`src/rtl/vic_wb_buffer_pkg.sv`:
```
// Shared types for the victim-cache write-back buffer: cache line and buffer entry
// layouts, bus command encodings and the line-address helper.
package vic_wb_buffer_pkg;

   localparam int NUM_SET_BITS = 4;
   localparam int NUM_TAG_BITS = 13;
   localparam int ADDR_PAD_BITS = 64 - NUM_TAG_BITS - NUM_SET_BITS - 3;

   typedef enum logic [1:0] {
      BUS_NONE  = 2'b00,
      BUS_LOAD  = 2'b01,
      BUS_STORE = 2'b10
   } BUS_COMMAND;

   typedef struct packed {
      logic                    valid;
      logic                    dirty;
      logic [NUM_TAG_BITS-1:0] tag;
      logic [63:0]             data;
   } CACHE_LINE_T;

   typedef struct packed {
      logic                    valid;
      logic [NUM_TAG_BITS-1:0] tag;
      logic [NUM_SET_BITS-1:0] set_index;
      logic [63:0]             data;
   } WB_ENTRY_T;

   typedef enum logic {
      WB_IDLE  = 1'b0,
      WB_STORE = 1'b1
   } WB_STATE_T;

   function automatic logic [63:0] wb_addr(input logic [NUM_TAG_BITS-1:0] tag,
                                           input logic [NUM_SET_BITS-1:0] set_index);
      return {{ADDR_PAD_BITS{1'b0}}, tag, set_index, 3'b000};
   endfunction

endpackage

```
`src/rtl/vic_wb_buffer_cam.sv`:
```
// DEPTH-way associative match of {set_index, tag} against the buffered entries;
// returns a one-hot (or empty) match vector.
module vic_wb_buffer_cam
   import vic_wb_buffer_pkg::*;
#(
   parameter int DEPTH = 4
) (
   input  logic [DEPTH-1:0]              entry_valid,
   input  logic [DEPTH*NUM_TAG_BITS-1:0] entry_tags,
   input  logic [DEPTH*NUM_SET_BITS-1:0] entry_sets,
   input  logic [NUM_TAG_BITS-1:0]       query_tag,
   input  logic [NUM_SET_BITS-1:0]       query_set_index,
   output logic [DEPTH-1:0]              match
);

   for (genvar gi = 0; gi < DEPTH; gi++) begin : g_way
      assign match[gi] = entry_valid[gi]
                      && (entry_tags[gi*NUM_TAG_BITS +: NUM_TAG_BITS] == query_tag)
                      && (entry_sets[gi*NUM_SET_BITS +: NUM_SET_BITS] == query_set_index);
   end

endmodule

```
`src/rtl/vic_wb_buffer.sv`:
```
// Write-back buffer behind the victim cache: queues dirty evictions, drains them to
// memory with BUS_STORE, coalesces repeat evictions and serves dcache-miss probes.
module vic_wb_buffer
   import vic_wb_buffer_pkg::*;
#(
   parameter int DEPTH    = 4,
   parameter int PTR_BITS = $clog2(DEPTH)
) (
   input  logic                    clock,
   input  logic                    reset,
   input  logic                    fired_valid,
   input  CACHE_LINE_T             fired_victim,
   input  logic [NUM_SET_BITS-1:0] fired_set_index,
   input  logic                    mem_grant,
   input  logic [3:0]              mem2proc_response,
   input  logic                    lookup_valid,
   input  logic [NUM_SET_BITS-1:0] lookup_set_index,
   input  logic [NUM_TAG_BITS-1:0] lookup_tag,
   output logic [1:0]              proc2mem_command,
   output logic [63:0]             proc2mem_addr,
   output logic [63:0]             proc2mem_data,
   output logic                    lookup_hit,
   output logic [63:0]             lookup_data,
   output logic                    full,
   output logic                    empty,
   output logic [PTR_BITS:0]       wb_count
);

   WB_ENTRY_T             entries_reg [DEPTH];
   logic [PTR_BITS-1:0]   head_reg, tail_reg;
   logic [PTR_BITS:0]     count_reg, count_next;
   WB_STATE_T             state_reg, state_next;

   logic [DEPTH-1:0]              entry_valid;
   logic [DEPTH*NUM_TAG_BITS-1:0] entry_tags;
   logic [DEPTH*NUM_SET_BITS-1:0] entry_sets;
   logic [DEPTH-1:0]              lookup_match, fired_match, coalesce_match, head_onehot;
   logic                          enq, accept, coalesce, alloc;
   WB_ENTRY_T                     head_entry;

   for (genvar gi = 0; gi < DEPTH; gi++) begin : g_flat
      assign entry_valid[gi] = entries_reg[gi].valid;
      assign entry_tags[gi*NUM_TAG_BITS +: NUM_TAG_BITS] = entries_reg[gi].tag;
      assign entry_sets[gi*NUM_SET_BITS +: NUM_SET_BITS] = entries_reg[gi].set_index;
   end

   vic_wb_buffer_cam #(.DEPTH(DEPTH)) u_lookup_cam (
      .entry_valid     (entry_valid),
      .entry_tags      (entry_tags),
      .entry_sets      (entry_sets),
      .query_tag       (lookup_tag),
      .query_set_index (lookup_set_index),
      .match           (lookup_match)
   );

   vic_wb_buffer_cam #(.DEPTH(DEPTH)) u_coalesce_cam (
      .entry_valid     (entry_valid),
      .entry_tags      (entry_tags),
      .entry_sets      (entry_sets),
      .query_tag       (fired_victim.tag),
      .query_set_index (fired_set_index),
      .match           (fired_match)
   );

   assign head_entry  = entries_reg[head_reg];
   assign enq         = fired_valid && fired_victim.valid && fired_victim.dirty;
   assign accept      = (state_reg == WB_STORE) && mem_grant && (mem2proc_response != 4'd0);
   assign full        = (count_reg == (PTR_BITS+1)'(DEPTH));
   assign empty       = (count_reg == '0);
   assign wb_count    = count_reg;

   // The head leaving this cycle must not absorb new data, or that data would be lost.
   assign head_onehot    = accept ? ({{(DEPTH-1){1'b0}}, 1'b1} << head_reg) : '0;
   assign coalesce_match = fired_match & ~head_onehot;
   assign coalesce       = enq && (coalesce_match != '0);
   assign alloc          = enq && !coalesce && !full;

   always_comb begin
      count_next = count_reg;
      case ({alloc, accept})
         2'b10:   count_next = count_reg + 1'b1;
         2'b01:   count_next = count_reg - 1'b1;
         default: count_next = count_reg;
      endcase
   end

   always_ff @(posedge clock) begin
      if (reset) begin
         for (int i = 0; i < DEPTH; i++) entries_reg[i] <= '0;
         head_reg  <= '0;
         tail_reg  <= '0;
         count_reg <= '0;
      end else begin
         if (accept) begin
            entries_reg[head_reg].valid <= 1'b0;
            head_reg                    <= head_reg + 1'b1;
         end
         for (int i = 0; i < DEPTH; i++) begin
            if (coalesce && coalesce_match[i]) entries_reg[i].data <= fired_victim.data;
         end
         if (alloc) begin
            entries_reg[tail_reg] <= '{valid: 1'b1, tag: fired_victim.tag,
                                       set_index: fired_set_index, data: fired_victim.data};
            tail_reg              <= tail_reg + 1'b1;
         end
         count_reg <= count_next;
      end
   end

   always_ff @(posedge clock) begin
      if (reset) state_reg <= WB_IDLE;
      else       state_reg <= state_next;
   end

   always_comb begin
      state_next = state_reg;
      case (state_reg)
         WB_IDLE:  if (count_reg != '0 || enq) state_next = WB_STORE;
         WB_STORE: if (accept && count_next == '0) state_next = WB_IDLE;
         default:  state_next = WB_IDLE;
      endcase
   end

   always_comb begin
      proc2mem_command = BUS_NONE;
      proc2mem_addr    = '0;
      proc2mem_data    = '0;
      if (state_reg == WB_STORE) begin
         proc2mem_command = BUS_STORE;
         proc2mem_addr    = wb_addr(head_entry.tag, head_entry.set_index);
         proc2mem_data    = head_entry.data;
      end
   end

   // Probes see registered entries only; coalescing guarantees at most one match.
   always_comb begin
      lookup_data = '0;
      for (int i = 0; i < DEPTH; i++) begin
         if (lookup_valid && lookup_match[i]) lookup_data = lookup_data | entries_reg[i].data;
      end
   end
   assign lookup_hit = lookup_valid && (lookup_match != '0);

endmodule

```
`config.mk`:
```
export PLATFORM = sky130hd
export DESIGN_NAME = vic_wb_buffer
export DESIGN_NICKNAME = d
export VERILOG_FILES = /design/src/rtl/vic_wb_buffer_pkg.sv /design/src/rtl/vic_wb_buffer_cam.sv /design/src/rtl/vic_wb_buffer.sv
export SDC_FILE = /design/constraint.sdc
export NUM_CORES = 1
export LEC_CHECK = 0
export BUFFER_PORTS_ARGS = -buffer_cell sky130_fd_sc_hd__buf_2
export CELL_PAD_IN_SITES_DETAIL_PLACEMENT = 1
export CELL_PAD_IN_SITES_GLOBAL_PLACEMENT = 1
export CORE_MARGIN = 3
export CORE_UTILIZATION = 39
export DETAILED_ROUTE_END_ITERATION = 6
export GPL_ROUTABILITY_DRIVEN = 0
export PLACE_DENSITY = 0.79
export SLEW_MARGIN = 30
export SYNTH_ARGS = -nofsm -noshare
export SYNTH_HDL_FRONTEND = slang
export SYNTH_SLANG_ARGS = --single-unit
```
`constraint.sdc`:
```
create_clock -name clock -period 5.9 [get_ports clock]
set_input_delay 0.885 -clock clock [delete_from_list [all_inputs] [get_ports clock]]
set_output_delay 0.885 -clock clock [all_outputs]
set_load 0.005 [all_outputs]
```
# After elaboration in Yosys (flattened, before gate mapping)
# Memories as Yosys holds them, arrays and structs flattened. A register that Yosys moved wholly into a read port is not among the register bits.
# Index checks and enable logic that the tools add are counted.
# W data, S select, Z words.
[classes] eq_ne=20 shift=1 n_addsub=4 bitwise=16 reduce_logical=43 mux=41
[ops] cell="$mux W64" count=9
[ops] cell="$or A64 B64 Y64" count=3
[ops] cell="$eq A13 B13 Y1" count=8
[ops] cell="$mux W82" count=1
[ops] cell="$reduce_or A82 Y1" count=1
[ops] cell="$logic_and A1 B1 Y1" count=33
[ops] cell="$eq A4 B4 Y1" count=8
[ops] cell="$mux W1" count=22
[ops] cell="$mux W20" count=1
[ops] cell="$reduce_bool A4 Y1" count=3
[ops] cell="$mux W2" count=5
[ops] cell="$logic_not A3 Y1" count=2
[ops] cell="$pmux W3 S2" count=1
[ops] cell="$add A2 B1 Y2 const B" count=2
[ops] cell="$and A4 B4 Y4" count=1
[ops] cell="$mux W4" count=1
[ops] cell="$not A4 Y4" count=1
[ops] cell="$or A1 B1 Y1" count=4
[ops] cell="$shl A1 B2 Y4 const A" count=1
[ops] cell="$add A3 B1 Y3 const B" count=1
[ops] cell="$and A1 B1 Y1" count=3
[ops] cell="$eq A3 B3 Y1 const B" count=1
[ops] cell="$not A1 Y1" count=3
[ops] cell="$reduce_bool A3 Y1" count=1
[ops] cell="8 further kinds" count=9
[totals] n_memories=1 out_inout_bits=200 input_bits=109 reg_bits=8 wordCells=130 ram_bits=328
[memory_table] memory="entries_reg" words=4 word_bits=82 rd=5 rd_ports_with_merged_regs=1 write_ports=5 line_no="vic_wb_buffer.sv:29" text="WB_ENTRY_T entries_reg [DEPTH];"

# Longest topological paths before layout
[depth] depth_word=16 ltp_mapped=15 depth_no_buf=14

# Hierarchy
# From an unflattened synthesis, not the netlist that was laid out.
[hier_totals] hier_cells=1521 area_unflattened_um2=18560.3
[modules_own_cells] module="vic_wb_buffer" area_per_inst_um2=16991.3 instances=1 seq_area_each_um2=10009.6 cells_per_inst=1327
[modules_own_cells] module="vic_wb_buffer_cam" area_per_inst_um2=784.5 instances=2 seq_area_each_um2=0.0 cells_per_inst=97

# Worst setup path after synthesis
# OpenSTA, ideal clock, no wires.
[synth_path] path_kind="input to register" start="input fired_victim[64] (netlist bit)" end="memory entries_reg[3][0] (netlist bit) (enable)" t_required_ns=5.401 path_buffers=1 setup_ns=0.499 stages=6 path_slack_ns=0.465 arrival_ns=4.936 cell_sequence="buf_2 xor2_1 nor4_1 nand3_1 or3_4 o21bai_1"
[synth_rtl] item="from (decl)" line_no="vic_wb_buffer.sv:12" text="input CACHE_LINE_T fired_victim,"
[synth_rtl] item="to (decl)" line_no="vic_wb_buffer.sv:29"

==> key figures <==
Clock tree
  • CTS tree: built
  • Num CTS Buffers: 38
  • Clock Latency Late Sink: ~0.57 ns
  • Post-CTS setup buffers: 0
  • CTS clk-pin slew, worst paths: roughly 0.070 ns
  • # clock sinks: approximately 340
  • Clock root buffer: clkbuf_16
  • Max clock buf depth: 3
  • Post-CTS Resized: 0
  • H-tree levels: 2
  • # hold bufs at CTS: 0

Synth
  • Compound-gate portion of the synthesized area: roughly 6.3%
  • Post-synthesis mux area share: approximately a tenth
  • Synth Area in Simple Gates: 17.4%
  • Asr flop ratio synth: 0%
  • Yosys cell types: 47
  • Synth Area in XOR/XNOR: between 6 and 7%
  • Cells after synthesis: 1473
  • Main combinational cell family by area after synthesis: simple AND/OR/NAND/NOR gates
  • Yosys reg bits: approximately 340
  • Top cell type's share of synthesized area: 52.9%
  • Synth area leader: edfxtp_1
  • Ranking of synthesized cells by area: edfxtp_1 53%, and2_1 12%, mux4_2 9.9%
  • Adder-cell share of the synthesized area: 0.721%
  • Yosys Warn Count: 0
  • Top FF cell, synth: edfxtp_1
  • Sequential share of the synthesized area: 54.4%
  • Post-synthesis cell area: roughly 0.018 sq mm
  • Avg Cell Area, Syn: about 12 sq um
  • Post-synth EDFFs: between 300 and 400

Floorplan
  • Chip width: between 200 and 250 um
  • Die H: around 220 um
  • Core Box Area: ~0.046 sq mm
  • Initial core utilization: approximately 40%
  • Rows: 78
  • IO Count: roughly 310
  • Overall die area: 0.0498 sq mm

Pwr
  • PD cells: around 270 mW/mm^2
  • Leakage power: 8.43 nW
  • Maximum vdd drop: 0.190 mV
  • Pwr Total: 5.85 mW

GRT
  • First-pass GRT wire length: around 89000 um
  • Initial antenna violation count: 12
  • All-Layer GR Usage: 23.6%
  • Largest net degree at the start of global routing: between 60 and 70
  • GRT overflow: 0
  • Vias in the first global route: 14200

Critical path
  • WP buf/inv: 2
  • Critical path peak fanout: 26
  • CP dominant cell by count: nand4_1
  • Largest delay share family, worst path: simple AND/OR/NAND/NOR gates
  • R2R cell count: 8
  • Setup Crit Path Kind: flip-flop to output port
  • Arr. time, crit path: between 3 and 4 ns
  • R2r endpoint: entries_reg[3][3]$_DFFE_PP_
  • CP required: between 5 and 6 ns
  • Crit path largest cell delay: roughly 0.56 ns
  • Critical Path, Cell by Cell: xnor2_1 > nand4_1 > nor3_1 > nand4_1 > nor2_4 > buf_4 > a22oi_1 > nand2_1 > buf_2
  • Crit end category: output port
  • Startpoint type of the worst setup path: flip-flop
  • R2r startpoint: state_reg$_SDFF_PP0_
  • Flop2flop setup slack: ~1.6 ns
  • Slowest-stage cell, CP: nor2_4

STA
  • Setup-failing EPs final: 0
  • F_max: 229 MHz
  • Min cycle time layout: between 4 and 5 ns
  • Number of max-slew violations in the final report: 0
  • Clk_skew: about 0.028 ns
  • Worst Max-Slew Pin Slew: approximately 0.94 ns
  • Setup Total Neg Slack: 0 ns
  • Slew HR: 37.1%
  • Unrepaired setup endpoints after global routing: no
  • Final Cycle Share: approximately 74%
  • Final Hold Fails: 0

Finish
  • Layout area overhead: 16.2%
  • Final instance area: roughly 0.021 sq mm
  • Nets@finish: 1800
  • Commonest non-fill, non-tap cells in the layout: 355 x and2_1, 324 x edfxtp_1, 260 x buf_2
  • Ratio of cells with drive above 1 in the final layout: between 20 and 30%
  • Largest register FFs: 328
  • Commonest non-fill, non-tap cell in the layout: and2_1

Drt
  • Initial DRT Pass Iterations: 7
  • DR DRC count: 2
  • Via density: 5.64
  • Detailed Route Iter0 Violations: around 950
  • Vias: ~13000
  • WL final: approximately 60000 um
  • Post-route ant nets: 0
  • Wire per inst: 25.8 um

Status
  • Status: complete, but fails checks
  • Failing checks: design-rule violations

Job
  • Max Cap Viol: 0

Place
  • DP HPWL: around 38000 um
  • Port Buffers: 260
  • Post-placement cell area: between 0.02 and 0.025 sq mm

Hold path
  • Hold crit path type: flip-flop to flip-flop
  • Worst Hold Path Cells: 2
  • Hold EP: tail_reg[0]$_SDFFE_PP0N_
  • Hold Startpoint: tail_reg[0]$_SDFFE_PP0N_
[worst max-delay path by stage]
stage                                      from  slack, ns                      endpoint  depth (start not counted)
6_report       entries_reg[2][75]$_SDFFCE_PN0P_       1.53               lookup_data[18]                          9
5_1_grt                    state_reg$_SDFF_PP0_       1.31   entries_reg[3][0]$_DFFE_PP_                          8
4_1_cts        entries_reg[2][75]$_SDFFCE_PN0P_       1.52               lookup_data[49]                          9
3_5_place_dp                   fired_victim[66]       1.41  entries_reg[3][38]$_DFFE_PP_                          9
3_3_place_gp                 fired_set_index[0]       1.53  entries_reg[3][36]$_DFFE_PP_                          9
2_1_floorplan                  fired_victim[64]       0.47   entries_reg[3][0]$_DFFE_PP_                          6
[report_power, final]
| group | switching (mW) | internal, mW | leakage (nW) |
|---|---|---|---|
| Clock | 1.01 | 1.25 | 0.567 |
| Combinational | 0.415 | 0.336 | 4.39 |
| Sequential | 0.106 | 2.73 | 3.47 |
[cells in the mapped netlist, types with 2 or more instances]
| cell type | instances |
|---|---|
| xnor2_1 | 81 |
| a21bo_2 | 2 |
| nand2_1 | 98 |
| a22oi_1 | 128 |
| and2_1 | 355 |
| dfxtp_1 | 14 |
| xor2_1 | 58 |
| mux4_2 | 81 |
| edfxtp_1 | 324 |
| buf_1 | 10 |
| nor4_1 | 13 |
| clkinv_1 | 2 |
| o31ai_1 | 2 |
| ha_1 | 9 |
| o21ai_0 | 2 |
| nand3_1 | 6 |
| buf_4 | 49 |
| nor3_1 | 9 |
| buf_2 | 4 |
| o211ai_1 | 2 |
| nor2_1 | 65 |
| a21oi_1 | 8 |
| nand4_1 | 22 |
| clkbuf_1 | 100 |
| a31o_2 | 2 |
| inv_1 | 6 |
[layout make-up]
cell class	count	area, sq um
repair buffers	285	1590
fillers	4850	24600
diodes	8	20.0
clock buffers	48	1040
clock inverters	19	115
well taps	600	751
flip-flops and latches	338	10000
multi-input cells	1009	7820
inverters	9	33.8
[tightest hold or removal path, delay by kind of cell, from the launching register on]
family | cells | cell delay, ns
DFF | 1 | 0.34
and+or+nand+nor | 1 | 0.07
AOI/OAI and AO/OA | 1 | 0.05
[stage by stage]
step | worst slack (ns) | std cells | hold WS [ns] | util [%]
3_3_place_gp | 1.53 | 2239 | 0.479 | 43.8
3_5_place_dp | 1.41 | 2239 | 0.502 | 43.8
2_1_floorplan | 0.465 | 1520 | 0.466 | -
5_1_grt | 1.31 | 2313 | 0.561 | 46.5
6_report | 1.53 | 2316 | 0.510 | 46.5
4_1_cts | 1.52 | 2306 | 0.514 | 46.4
[routing by layer]
metal / up-vias / GRT usage (%) / share of wire [%] / routed length [um]
met4: 8 / 8.18 / 3.3 / 1950
li1: 5645 / - / - / -
met5: - / 0 / 0.075 / 45
met1: 6731 / 30.2 / 40 / 23900
met2: 553 / 39.8 / 49 / 29400
met3: 119 / 5.11 / 7.4 / 4420
[cells by family after synthesis]
family	count (synthesis)
buffers and inverters	173
flip-flops	338
multiplexers	82
other	1
adder cells (fa/ha/maj)	10
AND/OR/NAND/NOR	575
XOR/XNOR	139
AO/OA/AOI/OAI	155
Power figures use the tool's default switching activity.
